<file path="src/rtl/mem_access_unit_if.sv">
// Data-memory request/ready bus between the MEM-stage access engine and data memory.
// The unit drives one request at a time. It holds that request until the memory answers with dmem_ready.
interface mem_access_unit_if;
  logic        dmem_req;
  logic        dmem_we;
  logic [31:0] dmem_addr;
  logic [3:0]  dmem_be;
  logic [31:0] dmem_wdata;
  logic [31:0] dmem_rdata;
  logic        dmem_ready;

  modport master (
    output dmem_req, dmem_we, dmem_addr, dmem_be, dmem_wdata,
    input  dmem_rdata, dmem_ready
  );

  modport slave (
    input  dmem_req, dmem_we, dmem_addr, dmem_be, dmem_wdata,
    output dmem_rdata, dmem_ready
  );
endinterface

</file>
<file path="src/rtl/mem_access_unit.sv">
// MIPS MEM stage: byte-lane aligned data-memory access, stall until dmem_ready, MEM/WB register.
// Optional MEM_MISALIGN_TRAP_EN: misaligned accesses trap instead of being forced to natural alignment.
module mem_access_unit (
  input  logic                clk,
  input  logic                reset,
  input  logic [4:0]          MEM_control,
  input  logic [1:0]          WB_control,
  input  logic [31:0]         aluout,
  input  logic [31:0]         writedata,
  input  logic [4:0]          rd,
  mem_access_unit_if.master   dmem,
  output logic                mem_stall,
  output logic [31:0]         wb_readdata,
  output logic [31:0]         wb_aluout,
  output logic [4:0]          wb_rd,
  output logic [1:0]          WB_control_out,
  output logic                mem_misalign
);

  typedef enum logic {IDLE, WAIT} state_t;

  state_t state, state_nxt;

  logic        memread, memwrite, memsign;
  logic        is_half, is_byte, is_load, op, issue, trap;
  logic [1:0]  lane;
  logic [3:0]  req_be;
  logic [31:0] req_wdata, req_addr;

  // Request fields captured on entry to WAIT so the bus stays frozen regardless of inputs
  logic        hold_we, hold_half, hold_byte, hold_sign, hold_load;
  logic [1:0]  hold_lane;
  logic [3:0]  hold_be;
  logic [31:0] hold_addr, hold_wdata;

  logic        cur_half, cur_byte, cur_sign, cur_load;
  logic [1:0]  cur_lane;
  logic        req_int, stall_int, complete;
  logic [31:0] lane_data, load_ext;

  assign memread  = MEM_control[4];
  assign memwrite = MEM_control[3];
  assign memsign  = MEM_control[2];
  assign is_half  = (MEM_control[1:0] == 2'b01);
  assign is_byte  = (MEM_control[1:0] == 2'b10);
  assign op       = memread | memwrite;
  assign is_load  = memread & ~memwrite;

`ifdef MEM_MISALIGN_TRAP_EN
  logic misaligned;
  assign misaligned = is_half ? aluout[0] : (!is_byte && (aluout[1:0] != 2'b00));
  assign trap  = op & misaligned;
  assign issue = op & ~misaligned;
`else
  assign trap  = 1'b0;
  assign issue = op;
`endif

  always_comb begin
    lane = 2'b00;
    if (is_byte)
      lane = aluout[1:0];
    else if (is_half)
      lane = {aluout[1], 1'b0};
  end

  always_comb begin
    req_be    = 4'b1111;
    req_wdata = writedata;
    if (is_byte) begin
      req_be    = 4'b0001 << lane;
      req_wdata = {4{writedata[7:0]}};
    end else if (is_half) begin
      req_be    = aluout[1] ? 4'b1100 : 4'b0011;
      req_wdata = {2{writedata[15:0]}};
    end
  end

  assign req_addr = {aluout[31:2], 2'b00};

  always_ff @(posedge clk or negedge reset) begin
    if (!reset)
      state <= IDLE;
    else
      state <= state_nxt;
  end

  always_comb begin
    state_nxt = state;
    req_int   = 1'b0;
    stall_int = 1'b0;
    case (state)
      IDLE: begin
        if (issue) begin
          req_int = 1'b1;
          if (!dmem.dmem_ready) begin
            stall_int = 1'b1;
            state_nxt = WAIT;
          end
        end
      end
      WAIT: begin
        req_int = 1'b1;
        if (dmem.dmem_ready)
          state_nxt = IDLE;
        else
          stall_int = 1'b1;
      end
    endcase
  end

  always_ff @(posedge clk or negedge reset) begin
    if (!reset) begin
      hold_we    <= 1'b0;
      hold_half  <= 1'b0;
      hold_byte  <= 1'b0;
      hold_sign  <= 1'b0;
      hold_load  <= 1'b0;
      hold_lane  <= 2'b00;
      hold_be    <= 4'b0000;
      hold_addr  <= 32'h0;
      hold_wdata <= 32'h0;
    end else if (state == IDLE && issue && !dmem.dmem_ready) begin
      hold_we    <= memwrite;
      hold_half  <= is_half;
      hold_byte  <= is_byte;
      hold_sign  <= memsign;
      hold_load  <= is_load;
      hold_lane  <= lane;
      hold_be    <= req_be;
      hold_addr  <= req_addr;
      hold_wdata <= req_wdata;
    end
  end

  assign cur_half = (state == WAIT) ? hold_half : is_half;
  assign cur_byte = (state == WAIT) ? hold_byte : is_byte;
  assign cur_sign = (state == WAIT) ? hold_sign : memsign;
  assign cur_load = (state == WAIT) ? hold_load : is_load;
  assign cur_lane = (state == WAIT) ? hold_lane : lane;

  // Reset overrides the combinational request so an access in flight is dropped immediately
  assign dmem.dmem_req   = req_int & reset;
  assign mem_stall       = stall_int & reset;
  assign dmem.dmem_we    = (state == WAIT) ? hold_we    : memwrite;
  assign dmem.dmem_addr  = (state == WAIT) ? hold_addr  : req_addr;
  assign dmem.dmem_be    = (state == WAIT) ? hold_be    : req_be;
  assign dmem.dmem_wdata = (state == WAIT) ? hold_wdata : req_wdata;

  assign complete  = req_int & dmem.dmem_ready;
  assign lane_data = dmem.dmem_rdata >> {cur_lane, 3'b000};

  always_comb begin
    load_ext = lane_data;
    if (cur_byte)
      load_ext = {{24{cur_sign & lane_data[7]}}, lane_data[7:0]};
    else if (cur_half)
      load_ext = {{16{cur_sign & lane_data[15]}}, lane_data[15:0]};
  end

  always_ff @(posedge clk or negedge reset) begin
    if (!reset) begin
      wb_readdata    <= 32'h0;
      wb_aluout      <= 32'h0;
      wb_rd          <= 5'd0;
      WB_control_out <= 2'b00;
    end else if (mem_stall) begin
      WB_control_out <= 2'b00;
    end else begin
      wb_aluout      <= aluout;
      wb_rd          <= rd;
      WB_control_out <= trap ? 2'b00 : WB_control;
      wb_readdata    <= (complete && cur_load) ? load_ext : 32'h0;
    end
  end

`ifdef MEM_MISALIGN_TRAP_EN
  always_ff @(posedge clk or negedge reset) begin
    if (!reset)
      mem_misalign <= 1'b0;
    else if (mem_stall)
      mem_misalign <= 1'b0;
    else
      mem_misalign <= trap;
  end
`else
  assign mem_misalign = 1'b0;
`endif

endmodule

</file>
<file path="src/flat_wrapper.sv">
// flat-port wrapper written by rule: the top's interface ports become plain ports
module mem_access_unit_flat 
  (clk, reset, MEM_control, WB_control, aluout, writedata, rd, mem_stall, wb_readdata, wb_aluout, wb_rd, WB_control_out, mem_misalign, dmem_dmem_req, dmem_dmem_we, dmem_dmem_addr, dmem_dmem_be, dmem_dmem_wdata, dmem_dmem_rdata, dmem_dmem_ready);
  mem_access_unit_if dmem_i ();
  input  logic clk;
  input  logic reset;
  input  logic [4:0] MEM_control;
  input  logic [1:0] WB_control;
  input  logic [31:0] aluout;
  input  logic [31:0] writedata;
  input  logic [4:0] rd;
  output logic mem_stall;
  output logic [31:0] wb_readdata;
  output logic [31:0] wb_aluout;
  output logic [4:0] wb_rd;
  output logic [1:0] WB_control_out;
  output logic mem_misalign;
  output wire logic [$bits(dmem_i.dmem_req)-1:0] dmem_dmem_req;
  output wire logic [$bits(dmem_i.dmem_we)-1:0] dmem_dmem_we;
  output wire logic [$bits(dmem_i.dmem_addr)-1:0] dmem_dmem_addr;
  output wire logic [$bits(dmem_i.dmem_be)-1:0] dmem_dmem_be;
  output wire logic [$bits(dmem_i.dmem_wdata)-1:0] dmem_dmem_wdata;
  input wire logic [$bits(dmem_i.dmem_rdata)-1:0] dmem_dmem_rdata;
  input wire logic [$bits(dmem_i.dmem_ready)-1:0] dmem_dmem_ready;
  assign dmem_dmem_req = dmem_i.dmem_req;
  assign dmem_dmem_we = dmem_i.dmem_we;
  assign dmem_dmem_addr = dmem_i.dmem_addr;
  assign dmem_dmem_be = dmem_i.dmem_be;
  assign dmem_dmem_wdata = dmem_i.dmem_wdata;
  assign dmem_i.dmem_rdata = dmem_dmem_rdata;
  assign dmem_i.dmem_ready = dmem_dmem_ready;
  mem_access_unit u_core (.clk(clk), .reset(reset), .MEM_control(MEM_control), .WB_control(WB_control), .aluout(aluout), .writedata(writedata), .rd(rd), .dmem(dmem_i), .mem_stall(mem_stall), .wb_readdata(wb_readdata), .wb_aluout(wb_aluout), .wb_rd(wb_rd), .WB_control_out(WB_control_out), .mem_misalign(mem_misalign));
endmodule
</file>
<file path="config.mk">
export PLATFORM = sky130hd
export DESIGN_NAME = mem_access_unit_flat
export DESIGN_NICKNAME = d
export VERILOG_FILES = /design/src/rtl/mem_access_unit_if.sv /design/src/rtl/mem_access_unit.sv /design/src/flat_wrapper.sv
export SDC_FILE = /design/constraint.sdc
export NUM_CORES = 1
export LEC_CHECK = 0
export ABC_CLOCK_PERIOD_IN_PS = 1810
export BUFFER_PORTS_ARGS = -buffer_cell sky130_fd_sc_hd__buf_4
export CORE_MARGIN = 3
export CORE_UTILIZATION = 30
export DETAILED_ROUTE_END_ITERATION = 16
export PLACE_DENSITY = 0.56
export SYNTH_ARGS = -nofsm -noshare
export SYNTH_HDL_FRONTEND = slang
export SYNTH_SLANG_ARGS = --single-unit
</file>
<file path="constraint.sdc">
create_clock -name clk -period 1.81 [get_ports clk]
set_input_delay 0.362 -clock clk [delete_from_list [all_inputs] [get_ports clk]]
set_output_delay 0.362 -clock clk [all_outputs]
set_load 0.03 [all_outputs]
</file>
**Word-level counts from Yosys, hierarchy flattened**

Cells that the tools add are included.

- Register bits: 145
- Output and inout port bits: 143

- Eq/ne operators: 2
- Shift operators: 2
- Muxes and demuxes: 25
- Bitwise gates (word level): 9
- Reductions and logical operators: 4

Operator list:

| kind | count |
|---|---|
| 32-bit two-way mux | 7 |
| 32-bit by 5-bit right shift with 32-bit output | 1 |
| 4-bit two-way mux | 4 |
| 1-bit two-way mux | 8 |
| 2-bit two-way mux | 4 |
| 1-bit bitwise AND | 6 |
| 1-bit one-hot mux with 2 select lines | 2 |
| 1-bit by 2-bit << shifter with 4-bit output, first input constant | 1 |
| 1-bit logical AND | 3 |
| 2-bit by 1-bit == test with 1-bit output, second input constant | 1 |
| 2-bit == test, second input constant | 1 |
| 1-bit NOT | 2 |
| 1-bit zero test | 1 |
| 1-bit OR | 1 |

**Longest topological paths before layout**

Gate-level depths: netlist (run 1).

- Depth after elaboration: 9
- Depth in mapped cells: 9
- Depth with buffers taken out: 5

**Least setup slack after synthesis (run 1)**

OpenSTA, ideal clock, no wires.

- Path kind: input -> output
- From: in MEM_control[0]
- To: out dmem_dmem_be[1]
- Data arrival time: 1848 ps
- Required time: 1448 ps
- Slack: -400 ps
- Stages: 7
- Cells stage by stage: buf_4 > nor2b_1 > nand2b_1 > clkbuf_1 > nand2_1 > o21ai_0 > o21ai_0

- Longest elaborated chain between the ends: 6

RTL lines:

| element | line | RTL |
|---|---|---|
| from (decl) | flat_wrapper.sv:7 | `input logic [4:0] MEM_control;` |
| 2-bit by 1-bit == test with 1-bit output | mem_access_unit.sv:44 | `assign is_half = (MEM_control[1:0] == 2'b01);` |
| 2-bit two-way mux | mem_access_unit.sv:63 | `else if (is_half)` |
| 2-bit two-way mux | mem_access_unit.sv:61 | `if (is_byte)` |
| 1-bit by 2-bit << shifter with 4-bit output | mem_access_unit.sv:71 | `req_be = 4'b0001 << lane;` |
| 4-bit two-way mux (*) | mem_access_unit.sv:70 | `if (is_byte) begin` |
| 4-bit two-way mux (*) | mem_access_unit.sv:147 | `assign dmem.dmem_be = (state == WAIT) ? hold_be : req_be;` |
| to (decl) | flat_wrapper.sv:21 | `output wire logic [$bits(dmem_i.dmem_be)-1:0] dmem_dmem_be;` |

Every way passes the cells marked *; elsewhere a longest branch is shown, timed or not.

**Worst setup path in the final report (run 1)**

- From: reg u_core.state
- To: reg u_core.wb_readdata[10]

- Longest elaborated chain between the ends: 5

RTL lines:

| element | line | RTL |
|---|---|---|
| from (decl) | mem_access_unit.sv:22 | `state_t state, state_nxt;` |
| from (signal assigned) | mem_access_unit.sv:85 | `state <= state_nxt;` |
| 2-bit two-way mux / 1-bit NOT (equally long branches) | mem_access_unit.sv:140, mem_access_unit.sv:92 |  |
| 32-bit by 5-bit right shift with 32-bit output / 1-bit one-hot mux with 2 select lines (equally long branches) | mem_access_unit.sv:151, mem_access_unit.sv:92 |  |
| 32-bit two-way mux (tied with other cells) | mem_access_unit.sv:157 | `else if (cur_half)` |
| 32-bit two-way mux / 1-bit logical AND (equally long branches) | mem_access_unit.sv:155, mem_access_unit.sv:173 |  |
| 32-bit two-way mux | mem_access_unit.sv:173 | `wb_readdata <= (complete && cur_load) ? load_ext : 32'h0;` |
| to (signal assigned) | mem_access_unit.sv:173 |  |
| to (decl) | mem_access_unit.sv:13 | `output logic [31:0] wb_readdata,` |

Parallel ways exist; a longest one is shown, timed or not.
A chain may end at the register's enable or synchronous reset.

==> metrics.md, run 1 <==
| Metric | Value |
|---|---|
| Worst setup path start | `u_core.state` |
| Synth area leaders | `dfrtp_1, nand2_1, mux2_2` |
| Multi-input gate area | `roughly 0.0044 mm²` |
| Synth top area share | `0.483` |
| Die height | `approximately 160 µm` |
| Worst Clk Skew | `roughly 0.018 ns` |
| Failing checks | `negative setup slack` |
| FMAX | `roughly 470 MHz` |
| Initial antenna violation count | `1` |
| Clock Path Buffers | `2` |
| Synthesized flop and latch total | `~150` |
| Worst-path clk slew | `roughly 0.080 ns` |
| Ratio of cells with drive above 1 in the final layout | `0.560` |
| Final core utilization | `0.526` |
| Clock latency on the worst-skew pair | `0.44 ns` |
| Gate Count Post-Synth | `around 760` |
| GP Congestion | `around 0.82` |
| Top_reg_cell synth | `dfrtp_1` |
| Setup WS post-layout | `-0.319 ns` |
| Worst-margin pin slew | `0.811 ns` |
| Layout area overhead | `71.2%` |
| First-pass GRT wire length | `about 42 mm` |
| DIE WIDTH | `164 µm` |
| Final ANT Viol Nets | `0` |
| Mapped Area | `approximately 0.0075 mm²` |
| IO Port Bufs | `250` |
| FP Rows | `57` |
| Fill count | `~2,200` |
| Slowest-stage cell, CP | `dfrtp_4` |
| CTS tree | `yes` |
| Post-synth ARST share | `1.00` |
| Crit. End Element | `flip-flop` |
| Fin crit share | `1.18` |
| Iter 0 DRT Violations | `around 340` |
| Root buffer cell | `clkbuf_16` |
| RSZ-0062 raised after global routing | `yes` |
| Largest stage delay on the critical path | `~0.5 ns` |
| Sequential area share after synthesis | `0.483` |
| Number of flops mapped to enable cells by yosys | `0` |
| WP buf/inv | `3` |
| Grt ovf | `0` |
| Wire per inst | `19.2 µm` |
| Most frequent cell after synthesis | `nand2_1` |
| Final #Nets | `between 1,000 and 1,500` |
| CP Depth | `8` |
| Status | `finished, violations left` |
| Sink Count | `145` |
| Reg2reg start | `u_core.state` |
| N_diodes | `0` |
| # hold bufs at CTS | `0` |
| Slew Limit Fails | `0` |
| Crit-path leading delay family | `flip-flops` |
| Synthesized area per cell | `around 9.9 µm²` |
| Post-synthesis cell type count | `45` |
| Vias in the first global route | `~7,400` |
| Final cell count without fillers | `approximately 1,400` |
| PD cells | `908 mW/mm²` |
| Residual DRC count | `0` |
| Worst-path maximum fanout | `6` |
| Initial Util | `0.307` |
| Post-synth top cells | `nand2_1, dfrtp_1, mux2_2` |
| Pin count of the biggest net entering global routing | `roughly 150` |
| TritonCTS Buffers | `17` |
| Register area | `approximately 0.0036 mm²` |
| Max Cap Viol | `0` |
| Via/cell ratio | `between 4 and 5` |
| Peak VDD IR | `approximately 0.52 mV` |
| Crit path time final | `around 2.1 ns` |
| Reg2reg path depth | `8` |
| Crit path kind | `reg -> reg` |
| Post-Place Worst Slack | `-0.508 ns` |
| Worst path cell trace | `buf_12, and4bb_2, nor2_4, buf_6, buf_12, mux2_4, a221oi_4, o21ai_1` |
| Critical Path RT | `about 2.1 ns` |
| DR vias | `between 7,000 and 8,000` |
| Lkg Pwr | `0.00626 µW` |
| Worst EP arrival | `2.44 ns` |
| Synth area leader | `dfrtp_1` |
| Syn. warnings | `0` |
| DPL Wire Length | `roughly 17 mm` |
| Die ar. | `0.0270 mm²` |
| Crit path launch type | `flip-flop` |
| Setup violations, final | `between 100 and 150` |
| CORE AREA | `about 0.024 mm²` |
| Fin Hold WS | `between 0.08 and 0.09 ns` |
| Min-Delay Path Class | `in -> async` |
| Detailed Route WL | `between 20 and 30 mm` |
| Most used cell, CP | `buf_12` |
| H-tree levels | `4` |
| Post-placement cell count | `1,361` |
| First-pass DRT Iterations | `5` |
| I/O Pins | `about 250` |
| GRT Total Usage | `0.201` |
| Relative slew slack | `0.459` |
| Final hold vios | `0` |
-- cell usage in the layout (no fill, tap or decap), types with 3 or more instances in the layout --
master,count
a21oi_1,3
nand2_2,8
buf_16,11
a31oi_1,9
buf_6,85
dfrtp_1,144
nand2_1,248
a22o_1,8
inv_1,3
nor2_1,8
inv_8,5
a211oi_2,16
nand2b_4,3
a221oi_2,5
nand3_1,6
buf_8,6
mux2_2,43
clkbuf_16,20
o21ai_1,19
o21ai_2,17
mux4_2,7
mux2i_1,8
conb_1,3
o21ai_0,19
buf_12,25
buf_4,249
o21ai_4,12
inv_6,5
mux2_4,73
-- flip-flops by register name (all words and copies together), names as in the netlist --
signal                 cells
u_core.hold_lane           2
u_core.hold_wdata         32
u_core.hold_load           1
u_core.hold_byte           1
u_core.hold_addr          30
u_core.wb_rd               5
u_core.state               1
u_core.hold_half           1
u_core.wb_readdata        32
u_core.hold_we             1
u_core.hold_be             4
u_core.WB_control_out      2
u_core.hold_sign           1
u_core.wb_aluout          32
-- kinds of logic after synthesis --
kind of cell    synth area share
flops                      0.483
compound gates             0.111
other cells             0.000499
simple gates               0.158
xor+xnor                 0.00216
buf+inv                   0.0404
mux                        0.205
-- timing repair --
| action | CTS | global route |
|---|---|---|
| resized for setup | 214 | 67 |
| endpoints found under the setup margin | 138 | 144 |
| buffers inserted | 23 | 11 |
| cloned | 13 | 3 |
| pin swaps | 47 | 22 |
-- worst paths after layout --
kind	endpoint	slack, ns
min in group clk	u_core.hold_addr[29]	0.14
worst min register to register	u_core.hold_addr[31]	0.47
worst max register to register	u_core.wb_readdata[10]	-0.32
worst max-delay path	u_core.wb_readdata[10]	-0.32
max in group asynchronous	u_core.state	1.05
worst min-delay path	u_core.wb_readdata[4]	0.08
-- worst register-to-register path: stages (launching register included) --
cell and delay (ns):
dfrtp_4 0.51, buf_12 0.15, and4bb_2 0.35, nor2_4 0.06, buf_6 0.13, buf_12 0.14, mux2_4 0.32, a221oi_4 0.27
o21ai_1 0.09
-- stage by stage --
step | power, µW | area, µm² | TNS, ns
final | 11700 | 12900 | -32.67
after global routing | 12200 | 12900 | -40.34
after CTS | 11600 | 12400 | -33.92
after detailed placement | 7160 | 10400 | -28.48
after global placement | 7120 | 10400 | -28.44
after floorplan | 5760 | 7640 | -0.453
-- per-layer routing --
layer  track usage  part of all wire  wire (µm)  vias up
li1              -                 -          -     3309
met1         0.254              0.41      11400     3451
met2         0.333              0.49      13500      265
met3        0.0633             0.083       2290       28
met4        0.0527             0.013        353        2
met5             0           0.00036         10        -
-- area by class of cell --
type                            instances  area share
Multi-Input combinational cell        558       0.343
Timing Repair Buffer                  379       0.295
Sequential cell                       145       0.282
Clock buffer                           17      0.0331
Tap cell                              324      0.0315
Clock inverter                         15      0.0144
Inverter                                3    0.000875
-- report_power, final --
part | total, µW | internal (µW) | switching (µW)
Sequential | 3890 | 3650 | 244
Clock | 3730 | 2110 | 1630
Combinational | 4050 | 1940 | 2110
No activity file was read; power rests on OpenSTA's default activity.
==> run 2: changes to the inputs <==
==> constraint.sdc (replaced) <==
create_clock -name clk -period 1.81 [get_ports clk]
set_input_delay 0.362 -clock clk [delete_from_list [all_inputs] [get_ports clk]]
set_output_delay 0.362 -clock clk [all_outputs]
set_load 0.01 [all_outputs]
==> metrics.md, run 2 (synthesis gave the netlist of run 1 again) <==
| Metric | Value |
|---|---|
| Initial antenna violation count | `0` |
| Crit path kind | `reg -> out` |
| CORE AREA | `between 0.02 and 0.025 mm²` |
| Wire per inst | `19.3 µm` |
| Crit path launch type | `flip-flop` |
| DIE WIDTH | `approximately 160 µm` |
| Post-Place Worst Slack | `-0.264 ns` |
| Largest registers | `u_core.hold_wdata: 32 flops, u_core.wb_aluout: 32 flops, u_core.wb_readdata: 32 flops` |
| Dpl cell area | `between 0.01 and 0.015 mm²` |
| FP Rows | `57` |
| DR vias | `6,927` |
| Multi-input gate area | `around 0.004 mm²` |
| Initial Util | `0.307` |
| Final #Nets | `between 1,000 and 1,500` |
| Fin crit share | `1.18` |
| Die ar. | `about 0.027 mm²` |
| Failing checks | `negative setup slack` |
| H-tree levels | `4` |
| Post-placement cell count | `between 1,000 and 1,500` |
| GRT Total Usage | `0.184` |
| Overall Power | `roughly 10,000 µW` |
| Layout area overhead | `63.0%` |
| Setup WS post-layout | `-0.330 ns` |
| Worst-margin pin slew | `~0.90 ns` |
| Slew Limit Fails | `0` |
| Ratio of cells with drive above 1 in the final layout | `0.499` |
| Slowest-stage cell, CP | `dfrtp_4` |
| Worst path cell trace | `buf_12, buf_12, buf_12, mux2_4, buf_6` |
| Final cell count without fillers | `~1,400` |
| Register area | `roughly 0.0036 mm²` |
| Clock latency on the worst-skew pair | `0.43 ns` |
| Min-Delay Path Class | `in -> async` |
| Max Cap Viol | `0` |
| Sink Count | `between 100 and 150` |
| Worst setup path start | `u_core.state` |
| Worst EP arrival | `around 1.8 ns` |
| Most common cell after layout, fill and taps aside | `buf_4` |
| Final hold vios | `0` |
| Status | `finished, violations left` |
| Most frequent cells in the layout | `buf_4, nand2_1, dfrtp_1, mux2_2, buf_6` |
| Largest stage delay on the critical path | `approximately 0.51 ns` |
| Root buffer cell | `clkbuf_16` |
| RSZ-0062 raised after global routing | `yes` |
| Most used cell, CP | `buf_12` |
| Peak VDD IR | `roughly 0.48 mV` |
| GP Congestion | `0.847` |
| FMAX | `between 400 and 500 MHz` |
| Via/cell ratio | `a little under 5` |
| First-pass DRT Iterations | `4` |
| Worst Clk Skew | `between 0.015 and 0.02 ns` |
| Final core utilization | `0.501` |
| Crit. End Element | `output port` |
| Lkg Pwr | `a little under 0.006 µW` |
| Setup violations, final | `201` |
| Crit path time final | `2.14 ns` |
| First-pass GRT wire length | `about 39 mm` |
| Residual DRC count | `0` |
| Grt ovf | `0` |
| WP buf/inv | `4` |
| PD cells | `854 mW/mm²` |
| Worst-path clk slew | `about 0.07 ns` |
| Pin count of the biggest net entering global routing | `144` |
| Reg2reg start | `u_core.state` |
| Fin area | `roughly 0.012 mm²` |
| Fill count | `around 2,300` |
| Final ANT Viol Nets | `0` |
| Clock Path Buffers | `2` |
| Detailed Route WL | `between 20 and 30 mm` |
| Worst-path maximum fanout | `7` |
| TritonCTS Buffers | `17` |
| N_diodes | `0` |
| Critical Path RT | `~1.5 ns` |
| Die height | `~160 µm` |
| Vias in the first global route | `6,946` |
| CTS tree | `yes` |
| I/O Pins | `254` |
| DPL Wire Length | `roughly 17 mm` |
| Crit-path leading delay family | `buffers and inverters` |
| Relative slew slack | `0.399` |
| Iter 0 DRT Violations | `between 300 and 400` |
| IO Port Bufs | `250` |
run 2: cell count changes in the layout (fill, tap and decap cells not counted), moves of 16 or more:
cell	before	now
a211oi_1	1	17
buf_6	85	46
buf_4	249	267
mux2_1	0	28
mux2_4	73	30
o21ai_1	19	40
run 2: final cells by class:
class | instances | area share
multi-input cells | 558 | 0.327
repair buffers | 364 | 0.297
flip-flops and latches | 145 | 0.296
clock buffers | 17 | 0.0347
well taps | 324 | 0.0331
clock inverters | 15 | 0.0103
inverters | 3 | 0.000919
run 2: what timing repair did:
item | in CTS | in global routing
hold buffers | 1 | 0
pin swaps | 5 | 8
gates cloned | 6 | 21
setup buffers | 14 | 12
hold endpoints to repair | 2 | 0
setup endpoints to repair | 138 | 206
gates resized for setup | 109 | 71
run 2: power breakdown:
part / total [µW] / internal [µW] / switching [µW]
Clock: 3410 / 1800 / 1610
Combinational: 3160 / 1710 / 1440
Sequential: 3890 / 3650 / 240
run 2: stage by stage:
stage / TNS [ns] / hold WS [ns]
after floorplan: -0.410 / 0.0664
after global placement: -11.84 / 0.162
after detailed placement: -13.09 / 0.163
after CTS: -22.35 / 0.123
after global routing: -41.01 / 0.105
final: -27.21 / 0.0419
run 2: layer usage:
metal / track usage / share of wire
met5: 0 / 0
met4: 0.0400 / 0.0091
met3: 0.0557 / 0.073
met2: 0.305 / 0.49
met1: 0.237 / 0.43
run 2: final timing paths:
| check | endpoint | slack (ns) | cells after the start |
|---|---|---|---|
| max | dmem_dmem_addr[17] | -0.33 | 5 |
| min | u_core.hold_wdata[27] | 0.04 | 2 |
| max reg2reg | u_core.wb_readdata[20] | -0.26 | 7 |
| min reg2reg | u_core.hold_wdata[14] | 0.47 | 2 |
| max in group asynchronous | u_core.hold_wdata[18] | 1.02 | 2 |
| min in group clk | u_core.hold_addr[30] | 0.14 | 3 |
